## config.mk

```make
export PLATFORM = sky130hd
export DESIGN_NAME = ltsm_sb_handshake_tx
export DESIGN_NICKNAME = d
export VERILOG_FILES = /design/src/rtl/ltsm_sb_pkg.sv /design/src/rtl/ltsm_hs_timer.sv /design/src/rtl/ltsm_sb_handshake_tx.sv
export SDC_FILE = /design/constraint.sdc
export NUM_CORES = 1
export LEC_CHECK = 0
export ABC_AREA = 1
export BUFFER_PORTS_ARGS = -buffer_cell sky130_fd_sc_hd__buf_4
export CORE_ASPECT_RATIO = 1.4
export CORE_MARGIN = 2
export CORE_UTILIZATION = 55
export CTS_CLUSTER_SIZE = 10
export DETAILED_ROUTE_END_ITERATION = 8
export HOLD_SLACK_MARGIN = 0.03
export PLACE_DENSITY_LB_ADDON = 0.12
export RECOVER_POWER = 50
export SETUP_SLACK_MARGIN = 0.5
export SKIP_LAST_GASP = 1
export SLEW_MARGIN = 40
export SYNTH_ARGS = -nofsm -noshare
export SYNTH_HDL_FRONTEND = slang
export SYNTH_SLANG_ARGS = --single-unit
```

## constraint.sdc

```tcl
create_clock -name i_clk -period 2.1 [get_ports i_clk]
set_input_delay 0 -clock i_clk [delete_from_list [all_inputs] [get_ports i_clk]]
set_output_delay 0 -clock i_clk [all_outputs]
set_load 0.01 [all_outputs]
```

## src/rtl/ltsm_sb_pkg.sv

```systemverilog
// ltsm_sb_pkg: shared LTSM sideband state encodings, message codes and msg_info encodings
package ltsm_sb_pkg;
  localparam logic [2:0] ST_IDLE        = 3'd0;
  localparam logic [2:0] ST_WAIT_RX     = 3'd1;
  localparam logic [2:0] ST_SEND_REQ    = 3'd2;
  localparam logic [2:0] ST_WAIT_RESP   = 3'd3;
  localparam logic [2:0] ST_DONE        = 3'd4;
  localparam logic [2:0] ST_TIMEOUT_ERR = 3'd5;
  typedef enum logic [2:0] {
    IDLE        = ST_IDLE,
    WAIT_RX     = ST_WAIT_RX,
    SEND_REQ    = ST_SEND_REQ,
    WAIT_RESP   = ST_WAIT_RESP,
    DONE        = ST_DONE,
    TIMEOUT_ERR = ST_TIMEOUT_ERR
  } hs_state_t;
  localparam logic [3:0] PHYRETRAIN_START_REQ  = 4'd1;
  localparam logic [3:0] PHYRETRAIN_START_RESP = 4'd2;
  localparam logic [3:0] TRAINERROR_ENTRY_REQ  = 4'd3;
  localparam logic [3:0] TRAINERROR_ENTRY_RESP = 4'd4;
  localparam logic [3:0] LINKSPEED_EXIT_REQ    = 4'd5;
  localparam logic [3:0] LINKSPEED_EXIT_RESP   = 4'd6;
  localparam logic [2:0] INFO_TXSELFCAL = 3'b001;
  localparam logic [2:0] INFO_SPEEDIDLE = 3'b010;
  localparam logic [2:0] INFO_REPAIR    = 3'b100;
endpackage

```

## src/rtl/ltsm_hs_timer.sv

```systemverilog
// ltsm_hs_timer: saturating cycle counter with clear/enable, expired at MAX_COUNT-1
module ltsm_hs_timer #(
  parameter int MAX_COUNT = 8000
)(
  input  logic i_clk,
  input  logic i_rst_n,
  input  logic clr,
  input  logic en,
  output logic expired
);
  localparam int W = $clog2(MAX_COUNT);
  localparam logic [W-1:0] LAST = W'(MAX_COUNT - 1);
  logic [W-1:0] cnt;
  always_ff @(posedge i_clk or negedge i_rst_n)
    if (!i_rst_n) cnt <= '0;
    else cnt <= clr ? '0 : (en && cnt != LAST) ? cnt + W'(1) : cnt;
  assign expired = cnt == LAST;
endmodule

```

## src/rtl/ltsm_sb_handshake_tx.sv

```systemverilog
// ltsm_sb_handshake_tx: TX sideband request/response handshake with timeout; define LTSM_SB_HS_RETRY_EN for bounded retries
module ltsm_sb_handshake_tx
  import ltsm_sb_pkg::*;
#(
  parameter int SB_MSG_WIDTH   = 4,
  parameter int INFO_WIDTH     = 3,
  parameter int TIMEOUT_CYCLES = 8000,
  parameter int MAX_RETRIES    = 3
)(
  input  logic                               i_clk,
  input  logic                               i_rst_n,
  input  logic                               i_en,
  input  logic [SB_MSG_WIDTH-1:0]            i_req_code,
  input  logic [SB_MSG_WIDTH-1:0]            i_resp_code,
  input  logic [INFO_WIDTH-1:0]              i_req_info,
  input  logic                               i_falling_edge_busy,
  input  logic                               i_rx_valid,
  input  logic [SB_MSG_WIDTH-1:0]            i_decoded_SB_msg,
  input  logic                               i_rx_msg_valid,
  output logic [SB_MSG_WIDTH-1:0]            o_encoded_SB_msg_tx,
  output logic [INFO_WIDTH-1:0]              o_msg_info,
  output logic                               o_valid_tx,
  output logic                               o_done,
  output logic                               o_timeout,
  output logic [$clog2(MAX_RETRIES+1)-1:0]   o_retry_cnt
);
  localparam int RW = $clog2(MAX_RETRIES + 1);
`ifdef LTSM_SB_HS_RETRY_EN
  localparam logic [RW-1:0] MAXR = RW'(MAX_RETRIES);
`endif
  hs_state_t state, nxt;
  logic [SB_MSG_WIDTH-1:0] req_code, resp_code, req_nxt, resp_nxt, msg_nxt;
  logic [INFO_WIDTH-1:0] info_nxt;
  logic [RW-1:0] retry_nxt;
  logic valid_nxt, done_nxt, to_nxt, expired, resp_hit;
  assign resp_hit = i_rx_msg_valid && i_decoded_SB_msg == resp_code;
  ltsm_hs_timer #(.MAX_COUNT(TIMEOUT_CYCLES)) u_timer (
    .i_clk   (i_clk),
    .i_rst_n (i_rst_n),
    .clr     (!i_en || state == SEND_REQ),
    .en      (state == WAIT_RESP),
    .expired (expired)
  );
  always_ff @(posedge i_clk or negedge i_rst_n)
    if (!i_rst_n) begin
      state               <= IDLE;
      req_code            <= '0;
      resp_code           <= '0;
      o_encoded_SB_msg_tx <= '0;
      o_msg_info          <= '0;
      o_valid_tx          <= 1'b0;
      o_done              <= 1'b0;
      o_timeout           <= 1'b0;
      o_retry_cnt         <= '0;
    end else begin
      state               <= nxt;
      req_code            <= req_nxt;
      resp_code           <= resp_nxt;
      o_encoded_SB_msg_tx <= msg_nxt;
      o_msg_info          <= info_nxt;
      o_valid_tx          <= valid_nxt;
      o_done              <= done_nxt;
      o_timeout           <= to_nxt;
      o_retry_cnt         <= retry_nxt;
    end
  always_comb begin
    nxt       = state;
    req_nxt   = req_code;
    resp_nxt  = resp_code;
    msg_nxt   = o_encoded_SB_msg_tx;
    info_nxt  = o_msg_info;
    valid_nxt = o_valid_tx && !(i_falling_edge_busy && !i_rx_valid);
    done_nxt  = o_done;
    to_nxt    = o_timeout;
    retry_nxt = o_retry_cnt;
    if (!i_en) begin
      nxt       = IDLE;
      msg_nxt   = '0;
      info_nxt  = '0;
      valid_nxt = 1'b0;
      done_nxt  = 1'b0;
      to_nxt    = 1'b0;
      retry_nxt = '0;
    end else
      case (state)
        IDLE: begin
          req_nxt  = i_req_code;
          resp_nxt = i_resp_code;
          nxt      = (i_rx_msg_valid && i_decoded_SB_msg == i_req_code) ? WAIT_RX : SEND_REQ;
        end
        WAIT_RX: nxt = (i_falling_edge_busy && i_rx_valid) ? SEND_REQ : WAIT_RX;
        SEND_REQ: begin
          msg_nxt   = req_code;
          info_nxt  = i_req_info;
          valid_nxt = 1'b1;
          nxt       = WAIT_RESP;
        end
        WAIT_RESP:
          if (resp_hit) begin
            nxt      = DONE;
            done_nxt = 1'b1;
          end else if (expired) begin
`ifdef LTSM_SB_HS_RETRY_EN
            if (o_retry_cnt < MAXR) begin
              retry_nxt = o_retry_cnt + RW'(1);
              nxt       = SEND_REQ;
            end else begin
              nxt    = TIMEOUT_ERR;
              to_nxt = 1'b1;
            end
`else
            nxt    = TIMEOUT_ERR;
            to_nxt = 1'b1;
`endif
          end
        default: ;
      endcase
  end
endmodule

```

Word level (Yosys, flattened, before mapping)
Cells that the tools add are included.
W data, S select, Z words.
{"block": "classes", "addsub": 1, "n_eq_ne": 14, "n_mux": 21, "reduce_logical": 16}
{"op": "$mux W13", "n": 2}
{"op": "$mux W3", "n": 5}
{"op": "$add A13 B1 Y13 const B", "n": 1}
{"op": "$eq A13 B13 Y1 const B", "n": 1}
{"op": "$ne A13 B13 Y1 const B", "n": 1}
{"op": "$pmux W3 S4", "n": 1}
{"op": "$mux W1", "n": 9}
{"op": "$eq A4 B4 Y1", "n": 2}
{"op": "$mux W4", "n": 2}
{"op": "$ne A2 B1 Y1 const B", "n": 4}
{"op": "$eq A3 B2 Y1 const B", "n": 2}
{"op": "$logic_and A1 B1 Y1", "n": 6}
{"op": "$reduce_and A2 Y1", "n": 3}
{"op": "$ne A5 B1 Y1 const B", "n": 1}
{"op": "$mux W2", "n": 2}
{"op": "$ne A4 B4 Y1 const B", "n": 1}
{"op": "$eq A3 B1 Y1 const B", "n": 1}
{"op": "$logic_not A1 Y1", "n": 3}
{"op": "$logic_not A3 Y1", "n": 1}
{"op": "$reduce_and A3 Y1", "n": 1}
{"op": "$ne A2 B2 Y1 const B", "n": 1}
{"op": "$reduce_bool A2 Y1", "n": 1}
{"op": "$logic_or A1 B1 Y1", "n": 1}
{"block": "totals", "ff_bits": 34, "inputBits": 21, "output_inout_bits": 12}

Logic depth before layout (Yosys ltp)
Gate-level depths: netlist (run 1).
{"block": "logic_depth", "ltp_word": 6, "mapped_depth": 10, "depth_no_buf": 10}

By module
From an unflattened synthesis (run 1), not the netlist that was laid out.
{"block": "unflattened", "hier_cells": 270, "area_unflattened_um2": 1979.4}
{"module": "ltsm_sb_handshake_tx", "n_inst": 1, "cells_each": 140, "area_per_inst_um2": 1084.8, "seq_area_each_um2": 525.5}
{"module": "ltsm_hs_timer", "n_inst": 1, "cells_each": 130, "area_per_inst_um2": 894.6, "seq_area_each_um2": 325.3}

Least setup slack after synthesis (run 1)
No wires, ideal clock.
{"block": "synth_path", "path_kind": "reg2reg", "from": "register u_timer.cnt[0]", "to": "register state[1]", "setup_ns": 0.121, "t_arrival_ns": 1.352, "setup_slack_ns": 0.627, "stages_incl_launch_ff": 11, "n_path_buf": 0, "path_cell_list": "dfrtp_1 -> ha_1 -> nand3_4 -> nor2_8 -> nand3_4 -> nand2_1 -> inv_2 -> nand2_4 -> nand2_2 -> nand2_1 -> o21ai_2"}
{"block": "synth_between", "elab_chain_cells": 3}
{"element": "start, declared", "line_no": "ltsm_hs_timer.sv:13", "source": "logic [W-1:0] cnt;"}
{"element": "start signal, assigned", "line_no": "ltsm_hs_timer.sv:16", "source": "else cnt <= clr ? '0 : (en && cnt != LAST) ? cnt + W'(1) : cnt;"}
{"element": "$eq A13 B13 Y1", "line_no": "ltsm_hs_timer.sv:17", "source": "assign expired = cnt == LAST;"}
{"element": "$ne A4 B4 Y1 (no line)"}
{"element": "$reduce_and A2 Y1 (no line)"}
{"element": "end signal, assigned", "line_no": "ltsm_sb_handshake_tx.sv:56", "source": "state <= nxt;"}
{"element": "end, declared", "line_no": "ltsm_sb_handshake_tx.sv:31", "source": "hs_state_t state, nxt;"}
No other way between the ends.
A chain may end at the register's enable or synchronous reset.

Worst setup path after layout (run 1)
{"block": "layout_path", "from": "register u_timer.cnt[0]", "to": "register u_timer.cnt[9]"}
{"block": "layout_between", "elab_chain_cells": 3}
{"element": "$add A13 B1 Y13 or $ne A13 B13 Y1 (tied branches)", "line_no": "ltsm_hs_timer.sv:16"}
{"element": "$mux W13 or $logic_and A1 B1 Y1 (tied branches)", "line_no": "ltsm_hs_timer.sv:16"}
{"element": "$mux W13 or $reduce_bool A2 Y1 (tied branches)"}
Parallel ways exist; a longest one is shown, timed or not. The select of a mux whose other input is x is not followed.

==> flow_summary.json, run 1 <==
{
  "fp.dieW_um": 53.6,
  "start_util_pct": 56.6,
  "antenna_found_initial": 0,
  "tritoncts": "done",
  "end_kind": "flip-flop",
  "arrival_ns": 1.83,
  "clock.fmax_mhz": 615,
  "dieArea_um2": 3940,
  "final_nets": 317,
  "drt_iter0_drc": 64,
  "yosysWarnings": 0,
  "p_per_area_nw_per_um2": 868,
  "finalSetupViolCount": 0,
  "status": "complete, no violations",
  "die_y_um": 73.5,
  "grt_pass1_wl_um": 6850,
  "finalHoldViolCount": 0,
  "ir_worst_vdd_uv": 725,
  "crit_fanout": 7,
  "core_um2": 3350,
  "max_cap_violations": 0,
  "leakage_nw": 1.23,
  "clkSinkCount": 34,
  "cp.required_ns": 2.30,
  "synthTopCellsByArea": "dfrtp_1, nand2_1, inv_1",
  "ys_seq_elements": 34,
  "drtPass1Iterations": 6,
  "clk_path_buf_depth": 2,
  "rows": 25,
  "grt_pass1_vias": 1580,
  "vias_per_cell": 5.26,
  "synth.top_cell.area_share_pct": 44.9,
  "clkLatencyLatePin_ns": 0.29,
  "yosys.area.top_type": "dfrtp_1",
  "vias": 1762,
  "area_growth_pct": 30.2,
  "min_period_over_period_pct": 77.4,
  "antennaDiodeCount": 0,
  "reg2reg_slack_ns": 0.47,
  "rsz0062_at_grt": "no",
  "clkTransAtPathRegs_ns": 0.07,
  "dp_cells": 305,
  "pin_count": 33,
  "final-instance-count-excl-fill": 335,
  "drc_errors": 0,
  "hold_path.class": "in -> reg",
  "cts_root_buffer": "clkbuf_8",
  "grt.total_usage_pct": 24.7,
  "seq_area_frac_synth_pct": 44.9,
  "skew_ns": 0.00769,
  "numCtsBuffers": 5,
  "setup_tns_ns": 0,
  "critical_path_class": "reg -> reg",
  "gp_congestion": 0.808,
  "io_buffers": 30,
  "synthCells": 237,
  "syn_area_um2": 1900,
  "slew-limit-headroom_pct": 44.3,
  "synth.avg_cell_area_um2": 8.00,
  "utilization_pct": 73.7,
  "final_layout_size_suffix_gt1_share_pct": 25.1,
  "wl_per_cell_um": 13.5,
  "ctsHtreeMaxLevel": 2,
  "dpl.hpwl_um": 2980,
  "tightest_slew_ns": 0.835,
  "final_common_cell": "nand2_1",
  "final_cell_mix": "nand2_1, buf_4, dfrtp_1, inv_1, nor2_1",
  "maxSlewViolCount": 0,
  "worst_setup_path_start_kind": "flip-flop",
  "routed_wl_um": 4540,
  "synth.distinct_cells": 33,
  "grt_max_degree": 35,
  "gr-total-overflow": 0,
  "post-route-min-period_ns": 1.63,
  "antenna_left": 0
}
==> synth_stat cells, drive strengths merged <==
cell type  count
nand2         71
dfrtp         34
inv           31
nor2          27
nand3         18
o21ai         15
a21oi          8
nand4          6
nor3           6
buf            4
mux2           4
xnor2          3
clkbuf         2
o31ai          2
xor2           2
a22o           1
conb           1
ha             1
o21a           1
==> layout make-up <==
| type | instances | area, um^2 |
|---|---|---|
| clock buffer | 7 | 76.3 |
| fill | 266 | 880 |
| inverter | 31 | 123 |
| multi-input combinational | 167 | 922 |
| sequential | 34 | 851 |
| tap | 40 | 50.0 |
| timing repair buffer | 56 | 445 |
==> repair_timing <==
| item | in CTS | in global routing |
|---|---|---|
| setup buffers | 0 | 11 |
| cloned | 0 | 0 |
| endpoints found under the setup margin | 3 | 17 |
| hold buffers | 12 | 0 |
| pin swaps | 0 | 4 |
| hold endpoints to repair | 45 | 0 |
| resized for setup | 1 | 9 |
==> sequential cells by signal (all words and copies together), names as in the netlist <==
register,count
o_done,1
o_encoded_SB_msg_tx,4
o_msg_info,3
o_timeout,1
o_valid_tx,1
req_code,4
resp_code,4
state,3
u_timer.cnt,13
==> kinds of logic (layout without fill, tap and decap cells) <==
group | count (synthesis) | after routing | share of synthesized area (%)
and+or+nand+nor | 128 | 128 | 32.9
buffers and inverters | 37 | 94 | 8.18
DFF | 34 | 34 | 44.9
AOI/OAI and AO/OA | 27 | 27 | 8.51
xor gates and xnor gates | 5 | 5 | 2.31
muxes | 4 | 4 | 2.38
adders and majority gates | 1 | 1 | 0.660
other | 1 | 2 | 0.198
==> per-stage QoR <==
| stage | cell area [um^2] | hold slack, ns | total power, mW | worst slack (ns) |
|---|---|---|---|---|
| finish | 2470 | 0.0292 | 2.14 | 0.474 |
| global route | 2470 | 0.0468 | 2.29 | 0.430 |
| CTS | 2360 | 0.0310 | 2.09 | 0.509 |
| detailed placement | 2160 | -0.0223 | 1.61 | 0.499 |
| global placement | 2160 | -0.0255 | 1.59 | 0.551 |
| floorplan | 1900 | -0.296 | 1.36 | 0.627 |
==> power breakdown <==
group          switching (mW)  internal (mW)
sequential              0.102          0.812
clock                   0.226          0.228
combinational           0.426          0.348
==> layer usage <==
metal | vias to the layer above | global-route usage (%) | part of all wire, %
met2 | 46 | 44.2 | 55
met3 | 10 | 5.69 | 3.9
li1 | 865 | - | -
met5 | - | 0 | 0
met4 | 0 | 11.4 | 2.4
met1 | 841 | 26.6 | 39
==> worst max-delay path, cell delays in order (launching register included) <==
cell and delay [ns]:
dfrtp_1 0.46, ha_4 0.19, nand3_4 0.12, nor2_8 0.15, nand3_4 0.11, nand2_8 0.13
nand2_4 0.07, buf_4 0.15, o21ai_1 0.16
==> final timing paths <==
path / startpoint / end / cells past startpoint
worst max-delay path: u_timer.cnt[0] / u_timer.cnt[9] / 8
worst min-delay path: i_rx_valid / o_valid_tx / 3
worst max register to register: u_timer.cnt[0] / u_timer.cnt[9] / 8
worst min register to register: o_msg_info[0] / o_msg_info[0] / 2
max in group asynchronous: i_rst_n / resp_code[0] / 2
min in group asynchronous: i_rst_n / u_timer.cnt[7] / 2
Note: power is estimated with default switching activity, not from simulation.
==> run 2: changes to the inputs <==
--- a/config.mk
+++ b/config.mk
@@ -9,7 +9,7 @@
 export BUFFER_PORTS_ARGS = -buffer_cell sky130_fd_sc_hd__buf_4
 export CORE_ASPECT_RATIO = 1.4
 export CORE_MARGIN = 2
-export CORE_UTILIZATION = 55
+export CORE_UTILIZATION = 50
 export CTS_CLUSTER_SIZE = 10
 export DETAILED_ROUTE_END_ITERATION = 8
 export HOLD_SLACK_MARGIN = 0.03
==> constraint.sdc (replaced) <==
create_clock -name i_clk -period 1.42 [get_ports i_clk]
set_input_delay 0 -clock i_clk [delete_from_list [all_inputs] [get_ports i_clk]]
set_output_delay 0 -clock i_clk [all_outputs]
set_load 0.01 [all_outputs]
==> flow_summary.json, run 2 (synthesis results as in run 1) <==
{
  "antennaDiodeCount": 0,
  "cts_root_buffer": "clkbuf_8",
  "final_layout_size_suffix_gt1_share_pct": 38.9,
  "drtPass1Iterations": 4,
  "grt.total_usage_pct": 23.2,
  "fp.dieW_um": 56.0,
  "die_y_um": 76.9,
  "vias_per_cell": 5.14,
  "drt_iter0_drc": 57,
  "critPathSlowestCell": "dfrtp_1",
  "maxSlewViolCount": 0,
  "reg2reg_slack_ns": 0.04,
  "antenna_left": 0,
  "grt_pass1_wl_um": 7750,
  "slew-limit-headroom_pct": 41.7,
  "skew_ns": 0.00711,
  "r2r_cells": 9,
  "hold_path.class": "in -> reg",
  "grt_use_met1_pct": 25.4,
  "leakage_nw": 1.35,
  "post-route-min-period_ns": 1.38,
  "rsz0062_at_grt": "yes",
  "clock.fmax_mhz": 724,
  "clk_path_buf_depth": 2,
  "finalPower_mw": 3.64,
  "ctsHtreeMaxLevel": 2,
  "tritoncts": "done",
  "largest_register_ffs": 13,
  "gp_congestion": 0.866,
  "holdPathStages": 3,
  "finalWorstSetupSlack_ns": 0.0387,
  "crit_family": "simple AND/OR/NAND/NOR gates",
  "clkTransAtPathRegs_ns": 0.07,
  "cp.depth": 9,
  "cp.required_ns": 1.62,
  "wl_per_cell_um": 13.3,
  "max_stage_delay_ns": 0.39,
  "antenna_found_initial": 0,
  "pin_count": 33,
  "tightest_slew_ns": 0.874,
  "dpl_worst_slack_ns": 0.0108,
  "final_common_cell": "nand2_1",
  "io_buffers": 30,
  "final_cell_mix": "nand2_1, buf_4, dfrtp_1, inv_1, nor2_1",
  "grt_pass1_vias": 1782,
  "critPathBufInv": 1,
  "finalSetupViolCount": 0,
  "crit_top_cell": "nand3_4",
  "top_usage_layer": "met2",
  "worst_setup_path_start_kind": "flip-flop",
  "fillers": 278,
  "vias": 1815,
  "drc_errors": 0,
  "rows": 26,
  "end_kind": "flip-flop",
  "core_um2": 3640,
  "gr-total-overflow": 0,
  "grt_util_met3_pct": 3.37,
  "max_cap_violations": 0,
  "final_nets": 332,
  "status": "complete, no violations",
  "crit_fanout": 9,
  "clkSinkCount": 34,
  "p_per_area_nw_per_um2": 1330,
  "gr-usage-met2_pct": 40.1,
  "start_util_pct": 52.0,
  "crit_chain": "ha_4 -> nand3_4 -> nor2_8 -> nand3_4 -> nand2_8 -> nand2_4 -> inv_2 -> nand2_1 -> o31ai_1",
  "dpl.hpwl_um": 3150,
  "grt_max_degree": 35,
  "arrival_ns": 1.58,
  "critical_path_class": "reg -> reg",
  "worst_hold_slack_ns": 0.0638,
  "finalHoldViolCount": 0,
  "largest_register": "u_timer.cnt",
  "numCtsBuffers": 5,
  "clkLatencyLatePin_ns": 0.30,
  "min_period_over_period_pct": 97.3,
  "dieArea_um2": 4310,
  "setup_tns_ns": 0,
  "routed_wl_um": 4700,
  "area_growth_pct": 44.6,
  "ir_worst_vdd_uv": 1180
}
[run 2: cell count changes in the layout (fill, tap and decap cells not counted), moves of 6 or more]
cell | before | now
clkbuf_1 | 7 | 1
nand2_1 | 63 | 55
buf_6 | 1 | 7
nor2_1 | 23 | 17
buf_4 | 36 | 48
inv_1 | 27 | 21
[run 2: final timing paths]
| path | from | endpoint |
|---|---|---|
| worst max register to register | u_timer.cnt[1] | u_timer.cnt[8] |
| worst min register to register | o_msg_info[1] | o_msg_info[1] |
| max in group asynchronous | i_rst_n | u_timer.cnt[0] |
| min in group asynchronous | i_rst_n | o_msg_info[1] |
| worst max-delay path | u_timer.cnt[1] | u_timer.cnt[8] |
| worst min-delay path | i_en | o_done |
[run 2: metal layers]
layer	share of wire [%]	routed length, um
met2	55	2570
met3	3.0	142
met4	3.9	182
met1	38	1810
met5	0	0
[run 2: stage by stage]
stage	util, %	instance area [um^2]	cells
2_1_floorplan	-	1940	238
5_1_grt	75.2	2740	353
3_3_place_gp	62.7	2280	319
6_report	75.2	2740	353
3_5_place_dp	62.7	2280	319
4_1_cts	72.0	2630	351
[run 2: repair_timing]
action                     CTS  global route
cloned                       1             0
hold buffers                14             0
hold endpoints to repair    47             0
setup endpoints to repair   33            34
setup buffers                9             2
resized for setup           15            35
pin swaps                    6             5
[run 2: layout make-up]
class | instances | area, um^2 | share of cell area [%]
sequential | 34 | 853 | 31.1
clock inverter | 1 | 5.00 | 0.183
multi-input combinational | 167 | 1020 | 37.2
inverter | 31 | 126 | 4.61
tap | 42 | 52.6 | 1.92
clock buffer | 7 | 86.3 | 3.15
timing repair buffer | 71 | 599 | 21.9
[run 2: report_power, final]
group | leakage [nW] | total (mW) | internal [mW] | switching, mW
clock network | 0.0482 | 0.750 | 0.391 | 0.359
logic | 0.859 | 1.54 | 0.736 | 0.800
registers | 0.442 | 1.36 | 1.20 | 0.153
[run 2: tightest hold or removal path: stages]
cell	delay, ns
buf_4	0.18
nand2_1	0.09
o21ai_2	0.05
